<file path="src/rtl/scrod_trig_responder.sv">
// scrod_trig_responder: SCROD-side end of the MTC trigger link.
// Raises ACK from a masked local hit count, accepts the MTC's broadcast TRG,
// issues one START_READOUT per accepted trigger, then holds BUSY through
// readout and a fixed holdoff. Slow-control counters for accepted, expired
// and missed triggers.
// Optional feature: define SCROD_TRG_TIMESTAMP_EN to add a free-running
// 32-bit counter and the TRG_TIMESTAMP output latched on each START_READOUT.

module scrod_trig_responder #(
    parameter int unsigned N_HITS         = 8,
    parameter int unsigned ACK_LEN        = 16,
    parameter int unsigned HOLDOFF_CYCLES = 32
) (
    input  logic              CLK_80MHZ,
    input  logic              RESET,
    input  logic              TRG,
    output logic              ACK,
    input  logic [N_HITS-1:0] HIT,
    input  logic [N_HITS-1:0] HIT_MASK,
    input  logic [3:0]        MIN_HITS,
    output logic              START_READOUT,
    input  logic              READOUT_DONE,
    output logic              BUSY,
    output logic [31:0]       TRG_COUNT,
    output logic [15:0]       EXPIRED_COUNT,
`ifdef SCROD_TRG_TIMESTAMP_EN
    output logic [31:0]       TRG_TIMESTAMP,
`endif
    output logic [15:0]       MISSED_COUNT
);

    // Terminal values of the ACK window and holdoff counters.
    localparam logic [7:0] ACK_LAST  = 8'(ACK_LEN - 1);
    localparam logic [7:0] HOLD_LAST = 8'(HOLDOFF_CYCLES - 1);

    // Spare encodings of the 3-bit state fall back to StIdle.
    typedef enum logic [2:0] {
        StIdle    = 3'd0,
        StAckHold = 3'd1,
        StReadout = 3'd2,
        StHoldoff = 3'd3
    } state_t;

    state_t r_state, w_state_next;

    // TRG synchroniser and edge detect
    logic r_trg_sync1, r_trg_sync2, r_trg_sync2_d;
    logic w_trg_edge;

    // Hit path
    logic [N_HITS-1:0] r_hit;
    logic [N_HITS-1:0] w_hit_masked;
    logic [31:0]       w_hit_sum;
    logic [3:0]        w_hit_cnt;
    logic              w_local_req;

    // FSM counters and event strobes
    logic [7:0] r_ack_cnt, w_ack_cnt_next;
    logic [7:0] r_hold_cnt, w_hold_cnt_next;
    logic       w_enter_readout;
    logic       w_expire;
    logic       w_missed;

    // Registered outputs
    logic        r_ack;
    logic        r_start;
    logic [31:0] r_trg_count;
    logic [15:0] r_expired_count;
    logic [15:0] r_missed_count;

    // Synchronise TRG into the clock domain and register the hit word once.
    always_ff @(posedge CLK_80MHZ) begin
        if (RESET) begin
            r_trg_sync1   <= 1'b0;
            r_trg_sync2   <= 1'b0;
            r_trg_sync2_d <= 1'b0;
            r_hit         <= '0;
        end else begin
            r_trg_sync1   <= TRG;
            r_trg_sync2   <= r_trg_sync1;
            r_trg_sync2_d <= r_trg_sync2;
            r_hit         <= HIT;
        end
    end

    assign w_trg_edge   = r_trg_sync2 & ~r_trg_sync2_d;
    assign w_hit_masked = r_hit & HIT_MASK;

    // Population count of the masked hits, clamped to the 4-bit range.
    always_comb begin
        w_hit_sum = '0;
        for (int i = 0; i < int'(N_HITS); i++) begin
            w_hit_sum = w_hit_sum + 32'(w_hit_masked[i]);
        end
        w_hit_cnt = (w_hit_sum > 32'd15) ? 4'd15 : w_hit_sum[3:0];
    end

    assign w_local_req = (MIN_HITS != 4'd0) && (w_hit_cnt >= MIN_HITS);

    // State register with window and holdoff counters.
    always_ff @(posedge CLK_80MHZ) begin
        if (RESET) begin
            r_state    <= StIdle;
            r_ack_cnt  <= '0;
            r_hold_cnt <= '0;
        end else begin
            r_state    <= w_state_next;
            r_ack_cnt  <= w_ack_cnt_next;
            r_hold_cnt <= w_hold_cnt_next;
        end
    end

    // Next-state logic; TRG wins over a local request in the same cycle.
    always_comb begin
        w_state_next    = r_state;
        w_ack_cnt_next  = r_ack_cnt;
        w_hold_cnt_next = r_hold_cnt;
        w_enter_readout = 1'b0;
        w_expire        = 1'b0;
        w_missed        = 1'b0;
        case (r_state)
            StIdle: begin
                if (w_trg_edge) begin
                    w_state_next    = StReadout;
                    w_enter_readout = 1'b1;
                end else if (w_local_req) begin
                    w_state_next   = StAckHold;
                    w_ack_cnt_next = '0;
                end
            end
            StAckHold: begin
                if (w_trg_edge) begin
                    w_state_next    = StReadout;
                    w_enter_readout = 1'b1;
                end else if (r_ack_cnt == ACK_LAST) begin
                    w_state_next = StIdle;
                    w_expire     = 1'b1;
                end else begin
                    w_ack_cnt_next = r_ack_cnt + 8'd1;
                end
            end
            StReadout: begin
                w_missed = w_trg_edge;
                if (READOUT_DONE) begin
                    w_state_next    = StHoldoff;
                    w_hold_cnt_next = '0;
                end
            end
            StHoldoff: begin
                w_missed = w_trg_edge;
                if (r_hold_cnt == HOLD_LAST) begin
                    w_state_next = StIdle;
                end else begin
                    w_hold_cnt_next = r_hold_cnt + 8'd1;
                end
            end
            default: begin
                w_state_next = StIdle;
            end
        endcase
    end

    // Output strobes and slow-control counters, updated with the state.
    always_ff @(posedge CLK_80MHZ) begin
        if (RESET) begin
            r_ack           <= 1'b0;
            r_start         <= 1'b0;
            r_trg_count     <= '0;
            r_expired_count <= '0;
            r_missed_count  <= '0;
        end else begin
            r_ack   <= (w_state_next == StAckHold);
            r_start <= w_enter_readout;
            if (w_enter_readout) begin
                r_trg_count <= r_trg_count + 32'd1;
            end
            if (w_expire && (r_expired_count != 16'hFFFF)) begin
                r_expired_count <= r_expired_count + 16'd1;
            end
            if (w_missed && (r_missed_count != 16'hFFFF)) begin
                r_missed_count <= r_missed_count + 16'd1;
            end
        end
    end

`ifdef SCROD_TRG_TIMESTAMP_EN
    logic [31:0] r_free_cnt;
    logic [31:0] r_trg_ts;

    // Free-running time base; the latch takes the value it will hold in the
    // START_READOUT cycle.
    always_ff @(posedge CLK_80MHZ) begin
        if (RESET) begin
            r_free_cnt <= '0;
            r_trg_ts   <= '0;
        end else begin
            r_free_cnt <= r_free_cnt + 32'd1;
            if (w_enter_readout) begin
                r_trg_ts <= r_free_cnt + 32'd1;
            end
        end
    end

    assign TRG_TIMESTAMP = r_trg_ts;
`endif

    assign ACK           = r_ack;
    assign START_READOUT = r_start;
    assign BUSY          = (r_state == StReadout) || (r_state == StHoldoff);
    assign TRG_COUNT     = r_trg_count;
    assign EXPIRED_COUNT = r_expired_count;
    assign MISSED_COUNT  = r_missed_count;

endmodule

</file>
<file path="config.mk">
export PLATFORM = sky130hd
export DESIGN_NAME = scrod_trig_responder
export DESIGN_NICKNAME = d
export VERILOG_FILES = /design/src/rtl/scrod_trig_responder.sv
export SDC_FILE = /design/constraint.sdc
export NUM_CORES = 1
export LEC_CHECK = 0
export CORE_ASPECT_RATIO = 1.75
export CORE_MARGIN = 1.5
export CORE_UTILIZATION = 26
export DETAILED_ROUTE_END_ITERATION = 6
export SYNTH_ARGS = -nofsm -noshare
export SYNTH_HDL_FRONTEND = slang
export SYNTH_SLANG_ARGS = --single-unit
export TNS_END_PERCENT = 50
</file>
<file path="constraint.sdc">
create_clock -name CLK_80MHZ -period 5.2 [get_ports CLK_80MHZ]
set_input_delay 0.78 -clock CLK_80MHZ [delete_from_list [all_inputs] [get_ports CLK_80MHZ]]
set_output_delay 0.78 -clock CLK_80MHZ [all_outputs]
set_load 0.02 [all_outputs]
</file>
# --- Word level (Yosys, flattened, before mapping) ---
# Cells that the tools add are included.
word_totals:
  reg_bits: 96
  output_inout_bits: 67
  wordCells: 77
classes:
  add_sub_neg: 12
  order_cmp: 2
  n_eq_ne: 14
  n_mux: 22
  bitwise_logic: 3
  n_reduce_logical: 12
ops:
  columns: ["cell", "count"]
  rows:
  - ["$mux 8", 6]
  - ["$add 16x1->16 const B", 2]
  - ["$add 32x1->32 const B", 1]
  - ["$ne 16x16->1 const B", 2]
  - ["$pmux 8 s2", 2]
  - ["$mux 3", 6]
  - ["$add 8x1->8 const B", 2]
  - ["$ne 2x2->1 const B", 6]
  - ["$pmux 3 s4", 1]
  - ["$add 7x1->8", 1]
  - ["$and 8x8->8", 1]
  - ["$eq 8x4->1 const B", 1]
  - ["$eq 8x5->1 const B", 1]
  - ["$gt 8x4->1 const B", 1]
  - ["$add 6x1->7", 1]
  - ["$add 5x1->6", 1]
  - ["$eq 3x1->1 const B", 2]
  - ["$eq 3x2->1 const B", 2]
  - ["$mux 1", 6]
  - ["$add 4x1->5", 1]
  - ["$reduce_and 5->1", 1]
  - ["$add 3x1->4", 1]
  - ["$ge 4x4->1", 1]
  - ["$mux 4", 1]
  - ["other kinds (11)", 15]

# --- Longest topological paths before layout ---
depth:
  depth_word: 16
  mapped_depth: 16

# --- Least setup slack after synthesis ---
# No wires, ideal clock.
synth_path:
  path_kind: "input port to flip-flop"
  from: "in HIT_MASK[0]"
  to: "reg r_ack_cnt[1]"
  arrival_ps: 4725
  path_slack_ps: 405
  stages: 16
  path_cell_list: "and2_1 -> fa_1 -> inv_1 -> fa_1 -> inv_1 -> fa_1 -> ha_1 -> fa_1 -> xor2_1 -> ha_1 -> nand2_1 -> o21ai_0 -> a31oi_1 -> clkbuf_1 -> or3b_2 -> a21oi_1"
synth_between:
  elab_chain_cells: 14
synth_rtl:
  columns: ["item", "line", "rtl"]
  rows:
  - ["start: declaration", "19", "input logic [N_HITS-1:0] HIT_MASK,"]
  - ["$and 8x8->8 (*)", "87", "assign w_hit_masked = r_hit & HIT_MASK;"]
  - ["$add 1x1->2 (*)", "93", "w_hit_sum = w_hit_sum + 32'(w_hit_masked[i]);"]
  - ["$add 2x1->3 (*)", "93", null]
  - ["$add 3x1->4 (*)", "93", null]
  - ["$add 4x1->5 (*)", "93", null]
  - ["$add 5x1->6 (*)", "93", null]
  - ["$add 6x1->7 (*)", "93", null]
  - ["$add 7x1->8 (*)", "93", null]
  - ["$gt 8x4->1", "95", "w_hit_cnt = (w_hit_sum > 32'd15) ? 4'd15 : w_hit_sum[3:0];"]
  - ["$mux 4 (*)", "95", null]
  - ["$ge 4x4->1 (*)", "98", "assign w_local_req = (MIN_HITS != 4'd0) && (w_hit_cnt >= MIN_HITS);"]
  - ["$logic_and 1x1->1 (*)", "98", null]
  - ["$ne 2x2->1 (no source line) (*)", null, null]
  - ["$reduce_and 5->1 (no source line) (*)", null, null]
  - ["end signal: assignment", "108", "r_ack_cnt <= w_ack_cnt_next;"]
  - ["end: declaration", "58", "logic [7:0] r_ack_cnt, w_ack_cnt_next;"]
# Mark *: on every way between the ends. The rest lies on a longest branch, timed or not.
# A chain may end at the register's enable or synchronous reset.

# --- Worst setup path in the final report ---
layout_path:
  from: "in HIT_MASK[0]"
  to: "reg r_ack_cnt[3]"
# Same word-level chain as after synthesis.

==> results.md <==
- FFs w/ async S/R, synth: 0%
- Slew Limit Fails: 0
- Most frequent CP cell: fa_1
- CTS Buf Count: 9
- Number of flops mapped to enable cells by yosys: 0
- Row count: 63
- Htree depth: 3
- Final Hold Fails: 0
- Antenna violations before repair: 0
- Crit Path Max Fanout: 12
- Root Buffer: clkbuf_16
- Pin count of the biggest net entering global routing: 55
- WHS: 440 ps
- Largest family of logic cells by synthesized area: simple AND/OR/NAND/NOR gates
- Critical path class: primary input to flop
- Worst setup EP type: flop
- Commonest non-fill, non-tap cells in the layout: dfxtp_1, clkdlybuf4s50_1, nor2_1, nand2_1, a21oi_1
- Global-route wire length before repair: 18700 um
- Final Power: 0.00145 W
- Post-Synth Simple-Gate Area: 30.4%
- Mean Syn Cell Area: 8.53 sq um
- RD Place Congestion: 0.778
- Critical-path top delay cell: fa_1
- Clk sinks: 96
- Max_cap viols: 0
- Core ar.: 17000 sq um
- Die area: 18300 sq um
- P_leak: 2.01 nW
- Hpwl dp: 8160 um
- Antenna fix cells: 0
- Status: finished clean
- DR vias: 4029
- Post-DR vias/cell: 4.74
- CP Cell Sequence: clkdlybuf4s50_1, and2_1, fa_1, inv_1, fa_1, inv_1, fa_1, ha_1, fa_1, xor2_1, ha_1, nand2_1, o21ai_1, a31oi_1, buf_4, or4_1, a21oi_1
- Count of state elements after synthesis: 96
- Clock Pin Slew Worst Setup and Hold Paths: 70 ps
- Initial DRC Count: 90
- Pwr dens: 242 nW/um^2
- Slowest Stage Delay on Critical Path: 530 ps
- Number of global-route vias before repair: 3983
- Endpoints failing setup: 0
- Die Ht: 178 um
- Synth-to-Final Area Change: 31.2%
- Skew-Pair Late Insertion Delay: 340 ps
- Worst-Margin Slew: 1060 ps
- Worst Skew: 15.2 ps
- DR WL/cell: 13.3 um
- Startpoint Class: primary input
- Setup TNS Final: 0 ps
- Crit share post-route: 94.5%
- Max Buffers Root-to-Sink: 2
- Routed Antenna Nets: 0
- Post-synthesis compound-gate area fraction: ~9.3%
- YS warnings: 0
- Minimum clock period: 4910 ps
- Post-synthesis mux area share: under 10%
- Worst Path Arrival: 5180 ps
- Final #Nets: 659
- RSZ-0062 raised after global routing: no
- Tot GR Track Use: 12.8%
- CTS tree: done
- Post-Syn Area: 4540 sq um
- Starting Density: 26.7%
- Fmax: 204 MHz
- Die X-Extent: 103 um
- Synth cell types: 48
- Fill count: 1813
- Post-Synth Adder-Cell Area: 5.07%
- Top_reg_cell synth: dfxtp_1
- Worst hold path type: flop to flop
- Most common cell after layout, fill and taps aside: dfxtp_1
- IO Pins: 91
- Syn nets: approximately 570
- 1st-pass router iterations: 4
- Sequential-to-total area share from yosys stat: between 40 and 50%
- Critical Path RT: 5460 ps
- Final wirelength: 11300 um
- Cell area after layout: 5960 sq um
- Port Buffer Count: 90
- DRC: 0
- Post-synthesis xor/xnor area fraction: 8.29%
- Gate Count Post-Synth: 533
- Placement-stage cell area: ~5700 sq um
- GRT overflow: 0
- Worst relative slew slack: just under 30%
- Layout cells sized above 1: 6.26%
- Worst vdd rail ir drop: ~0.13 mV
## what timing repair did
action	CTS	global route
setup buffers	0	0
gates resized for setup	0	1
hold buffers	0	0
setup endpoints to repair	0	4
## area by class of cell
class | instances | area [sq um] | share of cell area (%)
Clock buffer | 9 | 225 | 3.78
Sequential cell | 96 | 1920 | 32.2
Tap cell | 227 | 284 | 4.76
Clock inverter | 6 | 45.0 | 0.756
Multi-Input combinational cell | 396 | 2470 | 41.4
Inverter | 19 | 71.3 | 1.20
Timing Repair Buffer | 97 | 948 | 15.9
## logic make-up (layout without fill, tap and decap cells)
group | Yosys count | after routing
flip-flops | 96 | 96
adder cells (fa/ha/maj) | 16 | 16
other | 1 | 1
multiplexers | 5 | 5
AO/OA/AOI/OAI | 72 | 72
buffers and inverters | 41 | 131
XOR/XNOR | 43 | 43
AND/OR/NAND/NOR | 259 | 259
## power by group
part	internal, W	switching [W]
Combinational	0.0000395	0.0000419
Sequential	0.000741	0.00000392
Clock	0.000324	0.000295
Total	0.00110	0.000341
## per-stage QoR
| stage | setup slack (ps) | cells | utilization, % |
|---|---|---|---|
| after global placement | -78.6 | 835 | 33.4 |
| final | 288 | 850 | 35.0 |
| after global routing | 5.30 | 850 | 35.0 |
| after detailed placement | -154 | 835 | 33.4 |
| after CTS | 218 | 850 | 35.0 |
| after floorplan | 405 | 533 | - |
## state kept, by name (all words and copies together), names as in the netlist, 3 cells and up
signal	flops
r_ack_cnt	8
r_state	3
MISSED_COUNT	16
TRG_COUNT	32
r_hit	8
r_hold_cnt	8
EXPIRED_COUNT	16
## cell usage after synthesis, types with 3 or more instances
master    number  area, sq um
a21oi_1       33          165
a31o_2         3         26.3
and2_1         8         50.1
and3_1         8         50.1
and4_1         3         26.3
clkbuf_1      18         67.6
dfxtp_1       96         1920
fa_1           4         80.1
ha_1          12          150
inv_1         19         71.3
mux2_2         3         33.8
nand2_1       35          131
nand3_1       28          140
nand4_1       28          175
nor2_1        64          240
nor2b_1       18          113
nor3_1        10         50.1
nor4_1        10         62.6
o21ai_0       20          100
o31ai_1        7         52.6
or2_2          3         18.8
or3_1         19          119
or4_1         12         90.1
xnor2_1       15          131
xor2_1        28          245
## critical path, delay by kind of cell
family	cells	cell delay [ps]
buffers and inverters	4	680
and+or+nand+nor	3	710
AOI/OAI and AO/OA	3	420
adders and majority gates	6	2430
xor gates and xnor gates	1	160
## routing by layer
layer / global-route usage [%] / up-vias / share of wire [%]
met5: 0 / - / 0
met4: 5.29 / 0 / 1.7
met3: 2.48 / 14 / 4.1
met2: 24.0 / 79 / 54
met1: 13.6 / 1897 / 40
li1: - / 2039 / -
## worst paths after layout
check | from | cells past startpoint | endpoint | slack [ps]
setup / recovery | HIT_MASK[0] | 17 | r_ack_cnt[3]$_SDFFE_PP0P_ | 290
hold / removal | r_trg_sync1$_SDFF_PP0_ | 1 | r_trg_sync2$_SDFF_PP0_ | 440
setup reg to reg | r_hit[0]$_SDFF_PP0_ | 16 | r_ack_cnt[3]$_SDFFE_PP0P_ | 810
hold reg to reg | r_trg_sync1$_SDFF_PP0_ | 1 | r_trg_sync2$_SDFF_PP0_ | 440
No activity file was read; power rests on OpenSTA's default activity.
